[src/rtl/pipe_skid_reg_pkg.sv]
// ============================================================================
// pipe_skid_reg_pkg : shared pipeline-stage constants and occupancy states
// Rev 1.0
// ============================================================================
`default_nettype none

package pipe_skid_reg_pkg;

  localparam logic [1:0] OCC_EMPTY = 2'd0;
  localparam logic [1:0] OCC_ONE   = 2'd1;
  localparam logic [1:0] OCC_TWO   = 2'd2;

  // Bubble payload used as RESET_VAL by CPU stage instances (addi x0,x0,0).
  localparam logic [31:0] NOP_BUBBLE = 32'h0000_0013;

  typedef enum logic [1:0] {
    ST_EMPTY = OCC_EMPTY,
    ST_ONE   = OCC_ONE,
    ST_TWO   = OCC_TWO
  } occ_state_e;

endpackage

`default_nettype wire

[src/rtl/pipe_skid_reg_dff_sr_en.sv]
// ============================================================================
// dff_sr_en : synchronous-reset, load-enable payload register
// Rev 1.0
// ============================================================================
`default_nettype none

module dff_sr_en
  import pipe_skid_reg_pkg::*;
#(
  parameter int               WIDTH     = 32,
  parameter logic [WIDTH-1:0] RESET_VAL = '0
) (
  input  logic             clk,
  input  logic             rst,
  input  logic             en,
  input  logic [WIDTH-1:0] d,
  output logic [WIDTH-1:0] q
);

  always_ff @(posedge clk) begin
    if (rst) begin
      q <= RESET_VAL;
    end else if (en) begin
      q <= d;
    end
  end

endmodule

`default_nettype wire

[src/rtl/pipe_skid_reg.sv]
// ============================================================================
// pipe_skid_reg : valid/ready pipeline stage with 2-entry skid buffer,
//                 registered in_ready, synchronous flush and bubble value
// Rev 1.0
// ============================================================================
`default_nettype none

module pipe_skid_reg
  import pipe_skid_reg_pkg::*;
#(
  parameter int               WIDTH      = 32,
  parameter logic [WIDTH-1:0] RESET_VAL  = '0,
  parameter bit               FLUSH_DATA = 1'b1
) (
  input  logic             clk,
  input  logic             rst,
  input  logic             flush,
  input  logic             in_valid,
  output logic             in_ready,
  input  logic [WIDTH-1:0] in_data,
  output logic             out_valid,
  input  logic             out_ready,
  output logic [WIDTH-1:0] out_data,
  output logic [1:0]       occ
);

  occ_state_e       r_state;
  occ_state_e       w_state_nxt;
  logic             w_accept;
  logic             w_deliver;
  logic             w_main_en;
  logic             w_skid_en;
  logic             w_data_clr;
  logic [WIDTH-1:0] w_main_d;
  logic [WIDTH-1:0] r_skid;

  // Handshake outputs decode only the state flops, so ready never sees out_ready.
  assign in_ready  = (r_state != ST_TWO);
  assign out_valid = (r_state != ST_EMPTY);
  assign occ       = r_state;

  assign w_accept  = in_valid & in_ready;
  assign w_deliver = out_valid & out_ready;

  always_ff @(posedge clk) begin
    if (rst) begin
      r_state <= ST_EMPTY;
    end else begin
      r_state <= w_state_nxt;
    end
  end

  always_comb begin
    w_state_nxt = r_state;
    w_main_en   = 1'b0;
    w_skid_en   = 1'b0;
    w_main_d    = in_data;
    case (r_state)
      ST_EMPTY: begin
        if (w_accept) begin
          w_state_nxt = ST_ONE;
          w_main_en   = 1'b1;
        end
      end
      ST_ONE: begin
        if (w_accept && w_deliver) begin
          w_main_en = 1'b1;
        end else if (w_accept) begin
          w_state_nxt = ST_TWO;
          w_skid_en   = 1'b1;
        end else if (w_deliver) begin
          w_state_nxt = ST_EMPTY;
        end
      end
      ST_TWO: begin
        if (w_deliver) begin
          w_state_nxt = ST_ONE;
          w_main_en   = 1'b1;
          w_main_d    = r_skid;
        end
      end
      default: begin
        w_state_nxt = ST_EMPTY;
      end
    endcase
    // Squash: a beat taken this cycle is swallowed and the payload regs keep still.
    if (flush) begin
      w_state_nxt = ST_EMPTY;
      w_main_en   = 1'b0;
      w_skid_en   = 1'b0;
    end
  end

  generate
    if (FLUSH_DATA) begin : g_flush_clr
      assign w_data_clr = rst | flush;
    end else begin : g_flush_keep
      assign w_data_clr = rst;
    end
  endgenerate

  dff_sr_en #(
    .WIDTH     (WIDTH),
    .RESET_VAL (RESET_VAL)
  ) u_main (
    .clk (clk),
    .rst (w_data_clr),
    .en  (w_main_en),
    .d   (w_main_d),
    .q   (out_data)
  );

  dff_sr_en #(
    .WIDTH     (WIDTH),
    .RESET_VAL (RESET_VAL)
  ) u_skid (
    .clk (clk),
    .rst (w_data_clr),
    .en  (w_skid_en),
    .d   (in_data),
    .q   (r_skid)
  );

endmodule

`default_nettype wire

[config.mk]
export PLATFORM = sky130hd
export DESIGN_NAME = pipe_skid_reg
export DESIGN_NICKNAME = d
export VERILOG_FILES = /design/src/rtl/pipe_skid_reg_pkg.sv /design/src/rtl/pipe_skid_reg_dff_sr_en.sv /design/src/rtl/pipe_skid_reg.sv
export SDC_FILE = /design/constraint.sdc
export NUM_CORES = 1
export LEC_CHECK = 0
export CAP_MARGIN = 20
export CORE_AREA = 10 10 97 78
export DETAILED_ROUTE_END_ITERATION = 8
export DIE_AREA = 0 0 107 88
export PLACE_DENSITY_LB_ADDON = 0.3
export REMOVE_ABC_BUFFERS = 1
export SYNTH_ARGS = -nofsm -noshare
export SYNTH_HDL_FRONTEND = slang
export SYNTH_SLANG_ARGS = --single-unit
[constraint.sdc]
create_clock -name clk -period 2.15 [get_ports clk]
set_clock_uncertainty 0.15 [all_clocks]
set_input_delay 0.645 -clock clk [delete_from_list [all_inputs] [get_ports clk]]
set_output_delay 0.645 -clock clk [all_outputs]
set_load 0.01 [all_outputs]
### Word-level counts from Yosys, hierarchy flattened

Cells that the tools add are included.

* bits of input ports: 37
* latch bits: 0
* memories kept: 0
* output and inout port bits: 36
* bits in read-only memories: 0
* register bits after elaboration: 66
* bits in writable memories: 0

* magnitude comparators: 0
* divide/modulo/power cells: 0
* eq/ne operators: 7
* muxes and demuxes: 16
* reduce and logical (&&, ||, !) cells: 5
* bitwise gates (word level): 3
* $mul: 0
* shift-type cells: 0
* add/subtract/negate cells: 0

Operators by type and width (number)
* $mux 32: 2
* $mux 2: 5
* $ne 2x2->1 const B: 4
* $mux 1: 7
* $pmux 2 s3: 1
* $reduce_and 4->1: 1
* $ne 3x3->1 const B: 1
* $pmux 1 s3: 1
* $and 1x1->1: 2
* $eq 2x1->1 const B: 1
* $eq 2x2->1 const B: 1
* $logic_not 2->1: 1
* $reduce_bool 2->1: 1
* $reduce_or 2->1: 1
* $logic_and 1x1->1: 1
* $or 1x1->1: 1

### Depth between registers and ports, before layout

Gate-level depths: netlist of the first run.

* word-level depth: 6
* mapped depth: 5
* mapped depth without buffers: 3

### Hierarchy

A second synthesis of the first run with hierarchy kept.

* cells, all modules: 257
* area, all modules: 2959.1 µm²

Modules (own cells, without submodules)
* dff_sr_en: cells an instance 103, instances 2, area each 1163.6 µm²
* pipe_skid_reg: cells an instance 51, instances 1, area each 631.9 µm²

### Worst setup path after synthesis of the first run

Ideal clock, no wire load.

* path type: input -> register
* start: input in_valid
* end: register u_main.q[0]
* arrival time: 1464 ps
* stages: 5
* setup time: 91 ps
* path slack: 445 ps
* cells stage by stage: nor2b_1 buf_2 a21o_1 buf_6 a311oi_1

* word-level cells in the longest chain between the ends: 5
* elaborated cells on any way between the ends: 6

Ends and longest elaborated chain
* start: declaration: line pipe_skid_reg.sv:18 `input logic in_valid,`
* $and 1x1->1 (*): line pipe_skid_reg.sv:42 `assign w_accept = in_valid & in_ready;`
* $logic_and 1x1->1: line pipe_skid_reg.sv:66 `if (w_accept && w_deliver) begin`
* $mux 1: line pipe_skid_reg.sv:66
* $pmux 1 s3 (*): line pipe_skid_reg.sv:58 `case (r_state)`
* $mux 1 (*): line pipe_skid_reg.sv:87 `if (flush) begin`
* end signal: assignment: line pipe_skid_reg_dff_sr_en.sv:22 `q <= RESET_VAL;`
* end signal: assignment: line pipe_skid_reg_dff_sr_en.sv:24 `q <= d;`
* end: declaration: line pipe_skid_reg_dff_sr_en.sv:17 `output logic [WIDTH-1:0] q`

Every way passes the cells marked *; elsewhere a longest branch is shown, timed or not.
A chain may end at the register's enable or synchronous reset.

### Worst setup path after layout of the first run

* start: register u_main.q[13]
* end: output out_data[13]

RTL lines
* end: declaration: line pipe_skid_reg.sv:23 `output logic [WIDTH-1:0] out_data,`

No word-level cell between the ends.

==> summary.txt, run 1 <==
outcome = finished, final reports clean
Final Hold Fails = 0
DRC Markers = 0
Final Non-Filler Cells = 495
CP max FO = 2
CTS clk-pin slew, worst paths = 70 ps
via count = 3014
TritonCTS Buffers = 9
Cell Chain, Critical Path = clkdlybuf4s50_1
Avg Synthesized Cell Area = 8.38 µm²
Syn. warnings = 0
Min-Delay Path Class = flip-flop to flip-flop
final antenna-violating net count = 0
CTS tree = built
Crit path buffers/inverters = 1
distinct cell type count after synthesis = 27
f_max = 481 MHz
power density cells = 666 nW/µm²
r2r endpoint = u_main.q[5]$_SDFFE_PP0P_
Core ar. = 5650 µm²
clk_lat worst skew = 340 ps
Cell Area, Placed = 3840 µm²
hold path depth = 2
critical path's largest stage delay = 580 ps
H-Tree Depth = 3
pin slew with the least headroom to its limit = 299 ps
total track usage = 0.195
period utilization = 0.967
number of global-route vias before repair = 3100
Final Routed Wirelength = 9050 µm
first-pass GRT wire length = 15000 µm
kind of critical path = flip-flop to output port
worst reg2reg startpoint = occ[1]$_SDFFE_PP0P_
top cells by count, synth = 66 x dfxtp_1, 66 x nand2_1, 33 x a211oi_1, 33 x a21oi_1, 32 x nand3_1
Worst Hold Endpoint = u_skid.q[1]$_SDFFE_PP0P_
crit path DAT = 1290 ps
total negative slack = 0 ps
gr ovfl total = 0
die area = 9420 µm²
Critical Path RT = 1350 ps
Reg area = 1330 µm²
fin crit period = 2080 ps
Max IR drop VDD = 0.000417 V
r2r setup slk = 440 ps
clock buffer depth = 2
worst reg2reg path depth = 5
post-synth top area share = 0.451
area of the multi-input gates = 1400 µm²
Final #Nets = 450
#FFs+latches synth = 66
die span in x = 107 µm
routed vias/inst = 6.09
startpoint types = flip-flop
initial antenna violation count = 0
Ports = 73
Async SR Flop Fraction = 0
Post-DP HPWL = 5680 µm
Max-Cap Viols = 0
Placed Cells = 480
largest cells by area after synthesis = dfxtp_1 45%, a311oi_1 9.3%, a211oi_1 8.5%, nand2_1 8.5%, a21oi_1 5.6%
Lkg Pwr = 1.37 nW
ANT cells = 0
Finished Core Util = 0.714
die height = 88 µm
post-synth design cell area = 2930 µm²
Fin Hold WS = 326 ps
RSZ-0062 raised after global routing = false
final slew viol count = 0
Port-buffer cells = 72
slew margin rel. = 0.799
Initial Utilization = 0.519
CP top delay family = buffers and inverters
largest net degree at the start of global routing = 40
cell taking the most area after synthesis = dfxtp_1
sequential area share after synthesis = 0.451
FP Rows = 24
global placer's final weighted congestion = 0.799
crit path capture type = output port
# Post-CTS Setup Buffers = 0
fillcell total = 459
HP Start = u_skid.q[1]$_SDFFE_PP0P_
most common flop cell mapped by yosys = dfxtp_1
DR WL/cell = 18.3 µm
Post-synth EDFFs = 0
Initial DRC Count = 274
area growth from synthesis to layout = 37.5%
endpoints failing setup = 0
Mapped Cells = 350
Root Buffer = clkbuf_8
Clock Sinks = 66
drt pass-1 iters = 5
layout cells sized above 1 = 0.101
fin area = 4030 µm²
slowest CP cell = clkdlybuf4s50_1
-- how the worst max path moves through the flow --
stage,startpoint,endpoint,cells after the start
6_report,u_main.q[13]$_SDFFE_PP0P_,out_data[13],1
3_5_place_dp,out_ready,u_main.q[5]$_SDFFE_PP0P_,5
5_1_grt,u_main.q[13]$_SDFFE_PP0P_,out_data[13],1
3_3_place_gp,out_ready,u_main.q[17]$_SDFFE_PP0P_,5
4_1_cts,occ[0]$_SDFFE_PP0P_,occ[0],1
2_1_floorplan,out_ready,u_skid.q[0]$_SDFFE_PP0P_,3
-- timing repair --
item,4_1_cts,5_1_grt
gates resized for setup,4,0
hold buffers,0,0
endpoints found under the setup margin,3,0
-- per-stage QoR --
step,worst slack [ps],total power [mW]
after global routing,16.4,2.79
after floorplan,-1430,1.44
final,69.9,2.68
after global placement,-115,1.67
after detailed placement,-216,1.67
after CTS,45.9,2.70
-- tightest hold or removal path: stages, from the launching register on --
cell and delay, ps:
dfxtp_1 310, o21ai_0 60, a21oi_1 60
-- report_power, final --
part / switching (mW) / internal, mW
Combinational: 0.177 / 0.200
Clock: 0.472 / 0.561
Sequential: 0.0207 / 1.25
-- cells in the final DEF, fill, tap and decap left out, types with 2 or more instances in the layout --
cell type        Yosys  routed
a211oi_1            33      33
a21o_1               2       2
a21oi_1             33      33
a311oi_1            31      31
buf_12               0      11
buf_4                5      10
clkbuf_8             0      10
clkdlybuf4s50_1      0      70
clkinvlp_4           0       3
dfxtp_1             66      65
dlygate4sd2_1        0       2
nand2_1             66      66
nand2b_1             2       2
nand3_1             32      32
o21ai_0             28      28
o21ai_1              4       4
or2_2                1       2
-- state kept, by name, indices dropped and copies added (netlist names) --
signal / count
u_main.q: 32
occ: 2
u_skid.q: 32
-- layout make-up --
cell class              count  share of cell area
repair buffers             93               0.251
clock buffers              11              0.0351
flip-flops and latches     66               0.329
clock inverters             4              0.0130
multi-input cells         242               0.347
well taps                  78              0.0242
inverters                   1            0.000931
-- per-layer routing --
layer  track usage  part of all wire
met3        0.0807             0.090
met4        0.0650             0.010
met2         0.328              0.49
met5             0                 0
met1         0.221              0.41
-- cell families after synthesis --
family / synth area share
simple gates: 0.168
compound gates: 0.301
flops: 0.451
buf+inv: 0.0807
(Power assumes the default switching activity.)
==> inputs of run 2 (changes only) <==
--- a/config.mk
+++ b/config.mk
@@ -6,9 +6,9 @@
 export NUM_CORES = 1
 export LEC_CHECK = 0
 export CAP_MARGIN = 20
-export CORE_AREA = 10 10 97 78
+export CORE_AREA = 10 10 95 80
 export DETAILED_ROUTE_END_ITERATION = 8
-export DIE_AREA = 0 0 107 88
+export DIE_AREA = 0 0 105 90
 export PLACE_DENSITY_LB_ADDON = 0.3
 export REMOVE_ABC_BUFFERS = 1
 export SYNTH_ARGS = -nofsm -noshare
==> run 2 against run 1 <==
Against the previous run: power is 1.0% higher; largest cell class unchanged; global-route usage down 1.3 points; clock power is 4% higher; register-to-register slack improved by 30 ps; die area increased by 0.36%.
==> summary.txt, run 2 (same netlist as run 1, synthesis figures left out) <==
outcome = finished, final reports clean
DRC Markers = 0 (unchanged)
Core ar. = 5760 µm² (+2.0%)
Lkg Pwr = 1.38 nW (+0.98%)
die height = 90 µm (+2.3%)
area growth from synthesis to layout = 37.6% (about the same)
Max-Cap Viols = 0 (unchanged)
clock buffer depth = 2 (unchanged)
Port-buffer cells = 72 (unchanged)
final antenna-violating net count = 0 (unchanged)
Initial DRC Count = 200 (-27%)
FP Rows = 25 (+4.2%)
H-Tree Depth = 3 (unchanged)
fillcell total = 483 (+5.2%)
power density cells = 672 nW/µm² (+0.92%)
final worst slack = 64.4 ps (-5.49 ps)
Finished Core Util = 0.701 (-0.0130)
pin slew with the least headroom to its limit = 268 ps (-31.1 ps)
Cell Chain, Critical Path = clkdlybuf4s50_1
Max IR drop VDD = 0.000533 V (+28%)
CTS tree = built
TritonCTS Buffers = 9 (unchanged)
Final #Nets = 452 (+0.44%)
initial antenna violation count = 0 (unchanged)
CTS clk-pin slew, worst paths = 60 ps (about the same)
kind of critical path = flip-flop to output port
Post-DP HPWL = 5630 µm (-0.87%)
WL met1 = 3590 µm (-3.1%)
ANT cells = 0 (unchanged)
Clock Sinks = 66 (unchanged)
slowest CP cell = clkdlybuf4s50_1
hold buffers post-CTS = 0 (unchanged)
# Post-CTS Setup Buffers = 0 (unchanged)
most frequent cells in the layout = 70 x clkdlybuf4s50_1, 66 x nand2_1, 65 x dfxtp_1
final slew viol count = 0 (unchanged)
RSZ-0062 raised after global routing = false
top routing layer in use = met4
endpoints failing setup = 0 (unchanged)
slew margin rel. = 0.821 (+0.0218)
Final Routed Wirelength = 8620 µm (-4.7%)
CP top delay family = buffers and inverters
CTS resizes = 4 (unchanged)
CP max FO = 11 (+9)
first-pass GRT wire length = 14500 µm (-3.3%)
Ports = 73 (unchanged)
Root Buffer = clkbuf_8
dpl ws = -194 ps (+22.7 ps)
commonest non-fill, non-tap cell in the layout = clkdlybuf4s50_1
crit path capture type = output port
total track usage = 0.182 (-0.0129)
f_max = 479 MHz (-0.26%)
WL met2 = 4260 µm (-3.8%)
Initial Utilization = 0.509 (-0.00993)
layout cells sized above 1 = 0.105 (+0.00429)
die area = 9450 µm² (+0.36%)
clk_lat worst skew = 340 ps (about the same)
routed vias/inst = 5.88 (-3.4%)
DR WL/cell = 17.2 µm (-5.7%)
number of global-route vias before repair = 2944 (-5.0%)
met3 wire len = 682 µm (-16%)
largest net degree at the start of global routing = 35 (-13%)
critical path's largest stage delay = 550 ps (-30 ps)
period utilization = 0.970 (+0.00255)
Min-Delay Path Class = flip-flop to flip-flop
fin crit period = 2090 ps (+5.49 ps)
crit path DAT = 1290 ps (about the same)
via count = 2942 (-2.4%)
drt pass-1 iters = 5 (unchanged)
Final Hold Fails = 0 (unchanged)
die span in x = 105 µm (-1.9%)
global placer's final weighted congestion = 0.808 (+1.0%)
startpoint types = flip-flop
Crit path buffers/inverters = 1 (unchanged)
gr ovfl total = 0 (unchanged)
Critical Path RT = 1350 ps (about the same)
-- run 2: stage by stage --
step / instance area, µm² / total power [mW] / TNS, ps / hold WS [ps] / instances
floorplan: 2700 / 1.44 / -74330 / 304 / 309
global placement: 3830 / 1.66 / -4580 / 310 / 485
detailed placement: 3830 / 1.67 / -9240 / 317 / 485
CTS: 4040 / 2.73 / 0 / 327 / 500
global route: 4040 / 2.81 / 0 / 346 / 500
finish: 4040 / 2.71 / 0 / 327 / 500
-- run 2: final timing paths --
| path | slack, ps | start | cells past startpoint | endpoint |
|---|---|---|---|---|
| setup / recovery | 60 | occ[0]$_SDFFE_PP0P_ | 1 | occ[0] |
| hold / removal | 330 | u_skid.q[24]$_SDFFE_PP0P_ | 2 | u_skid.q[24]$_SDFFE_PP0P_ |
| setup reg to reg | 470 | occ[1]$_SDFFE_PP0P_ | 5 | u_main.q[30]$_SDFFE_PP0P_ |
| hold reg to reg | 330 | u_skid.q[24]$_SDFFE_PP0P_ | 2 | u_skid.q[24]$_SDFFE_PP0P_ |
-- run 2: cell type report --
cell class / count / area [µm²] / area share
Clock inverter: 2 / 35.0 / 0.00868
Tap cell: 81 / 101 / 0.0251
Multi-Input combinational cell: 242 / 1400 / 0.346
Clock buffer: 13 / 169 / 0.0419
Timing Repair Buffer: 95 / 1000 / 0.249
Inverter: 1 / 3.75 / 0.000930
Sequential cell: 66 / 1330 / 0.328
-- run 2: per-layer routing --
metal  up-vias  global-route usage
met3        10              0.0628
met2       127               0.300
met4         0              0.0445
li1       1417                   -
met1      1388               0.222
met5         -                   0
-- run 2: power by group --
part | internal (mW) | switching [mW] | leakage, nW
combinational | 0.194 | 0.171 | 0.737
sequential | 1.25 | 0.0204 | 0.537
clock | 0.623 | 0.449 | 0.106
==> inputs of run 3 (changes only) <==
--- a/config.mk
+++ b/config.mk
@@ -9,7 +9,7 @@
 export CORE_AREA = 10 10 95 80
 export DETAILED_ROUTE_END_ITERATION = 8
 export DIE_AREA = 0 0 105 90
-export PLACE_DENSITY_LB_ADDON = 0.3
+export PLACE_DENSITY_LB_ADDON = 0.1
 export REMOVE_ABC_BUFFERS = 1
 export SYNTH_ARGS = -nofsm -noshare
 export SYNTH_HDL_FRONTEND = slang
==> run 3 against run 2 <==
Against the previous run: register-to-register slack better by 20 ps; sequential share of layout area is 0.12 points lower; core utilization is 0.13 points higher; cell count is 1.8% higher; critical path depth stayed put; global-route usage is 0.18 points higher; critical endpoint is now occ[1]; highest routed layer unchanged.
==> summary.txt, run 3 (same netlist as run 1, synthesis figures left out) <==
period utilization = 0.962 (-0.00836)
Lkg Pwr = 1.40 nW (+1.5%)
initial antenna violation count = 0 (unchanged)
startpoint types = flip-flop
Max-Cap Viols = 0 (unchanged)
DR WL/cell = 17.2 µm (about the same)
final antenna-violating net count = 0 (unchanged)
kind of critical path = flip-flop to output port
slowest CP cell = clkdlybuf4s50_1
DRC Markers = 0 (unchanged)
via count = 2992 (+1.7%)
crit path capture type = output port
Crit path buffers/inverters = 1 (unchanged)
dpl ws = -149 ps (+44.5 ps)
die span in x = 105 µm (unchanged)
fin crit period = 2070 ps (-18.0 ps)
outcome = finished, final reports clean
H-Tree Depth = 3 (unchanged)
# Post-CTS Setup Buffers = 0 (unchanged)
r2r setup slk = 490 ps (+20 ps)
Fin Hold WS = 325 ps (-2.51 ps)
Min-Delay Path Class = flip-flop to flip-flop
TritonCTS Buffers = 9 (unchanged)
Initial DRC Count = 186 (-7.0%)
slew margin rel. = 0.833 (+0.0122)
critical path endpoint = occ[1]
endpoints failing setup = 0 (unchanged)
crit path DAT = 1270 ps (-20 ps)
CP top delay family = buffers and inverters
total track usage = 0.184 (+0.00183)
Root Buffer = clkbuf_8
f_max = 484 MHz (+0.87%)
Initial Utilization = 0.509 (unchanged)
ANT cells = 0 (unchanged)
final worst slack = 82.4 ps (+18.0 ps)
CP max FO = 4 (-7)
most frequent cells in the layout = 70 x clkdlybuf4s50_1, 66 x nand2_1, 65 x dfxtp_1
Final Routed Wirelength = 8770 µm (+1.8%)
area growth from synthesis to layout = 37.9%
Final #Nets = 460 (+1.8%)
Final Hold Fails = 0 (unchanged)
die height = 90 µm (unchanged)
Tot Pwr = 2.76 mW (+1.9%)
drt pass-1 iters = 5 (unchanged)
Critical Path RT = 1350 ps (about the same)
fillcell total = 483 (unchanged)
clock buffer depth = 2 (unchanged)
routed vias/inst = 5.88 (about the same)
Post-DP HPWL = 5840 µm (+3.8%)
die area = 9450 µm² (unchanged)
worst reg2reg path depth = 5 (unchanged)
Cell Chain, Critical Path = clkdlybuf4s50_1
first-pass GRT wire length = 14600 µm (+0.57%)
pin slew with the least headroom to its limit = 248 ps (-19.4 ps)
clk_lat worst skew = 340 ps (about the same)
largest net degree at the start of global routing = 41 (+17%)
Clock Sinks = 66 (unchanged)
Port-buffer cells = 72 (unchanged)
r2r endpoint = u_main.q[24]$_SDFFE_PP0P_
layout cells sized above 1 = 0.121 (+0.0165)
number of global-route vias before repair = 2883 (-2.1%)
Crit path depth = 1 (unchanged)
FP Rows = 25 (unchanged)
Max IR drop VDD = 0.000406 V (-24%)
hold buffers post-CTS = 0 (unchanged)
CTS resizes = 3 (-1)
power density cells = 683 nW/µm² (+1.7%)
fin area = 4040 µm² (+0.19%)
crit path launch = occ[1]$_SDFFE_PP0P_
critical path's largest stage delay = 560 ps (about the same)
Core ar. = 5760 µm² (unchanged)
final slew viol count = 0 (unchanged)
RSZ-0062 raised after global routing = false
Finished Core Util = 0.702 (+0.00130)
Ports = 73 (unchanged)
global placer's final weighted congestion = 0.817 (+1.2%)
CTS clk-pin slew, worst paths = 60 ps (about the same)
CTS tree = built
commonest non-fill, non-tap cell in the layout = clkdlybuf4s50_1
gr ovfl total = 0 (unchanged)
worst reg2reg startpoint = occ[1]$_SDFFE_PP0P_
Cell Area, Placed = 3830 µm² (about the same)
## run 3: stage by stage
stage	TNS, ps	cells
floorplan	-74330	309
global placement	-4500	493
detailed placement	-5900	493
CTS	0	509
global route	0	509
finish	0	509
## run 3: layout make-up
| class | count | area, µm² | area share |
|---|---|---|---|
| flip-flops and latches | 66 | 1320 | 0.327 |
| clock buffers | 15 | 186 | 0.0461 |
| repair buffers | 103 | 1000 | 0.248 |
| well taps | 81 | 101 | 0.0251 |
| multi-input cells | 242 | 1400 | 0.346 |
| inverters | 1 | 3.75 | 0.000929 |
| clock inverters | 1 | 30.0 | 0.00743 |
## run 3: how the worst min path moves through the flow
| stage | startpoint | end | slack [ps] | depth (start not counted) |
|---|---|---|---|---|
| after detailed placement | u_skid.q[16]$_SDFFE_PP0P_ | u_skid.q[16]$_SDFFE_PP0P_ | 320 | 2 |
| after floorplan | u_skid.q[0]$_SDFFE_PP0P_ | u_skid.q[0]$_SDFFE_PP0P_ | 300 | 2 |
| after global placement | u_skid.q[1]$_SDFFE_PP0P_ | u_skid.q[1]$_SDFFE_PP0P_ | 310 | 2 |
| after CTS | u_skid.q[22]$_SDFFE_PP0P_ | u_skid.q[22]$_SDFFE_PP0P_ | 330 | 2 |
| final | u_skid.q[12]$_SDFFE_PP0P_ | u_skid.q[12]$_SDFFE_PP0P_ | 320 | 2 |
| after global routing | u_skid.q[31]$_SDFFE_PP0P_ | u_main.q[31]$_SDFFE_PP0P_ | 340 | 2 |
## run 3: power breakdown
group          switching [mW]  total [mW]  internal [mW]
Combinational           0.173       0.369          0.196
Sequential             0.0183        1.27           1.25
Clock                   0.456        1.12          0.664
Total                   0.648        2.76           2.11
## run 3: per-layer routing
layer	track usage	vias to the layer above	wire length, µm
li1	-	1440	-
met1	0.234	1414	3870
met2	0.283	124	4120
met3	0.0599	14	662
met4	0.0662	0	127
met5	0	-	0
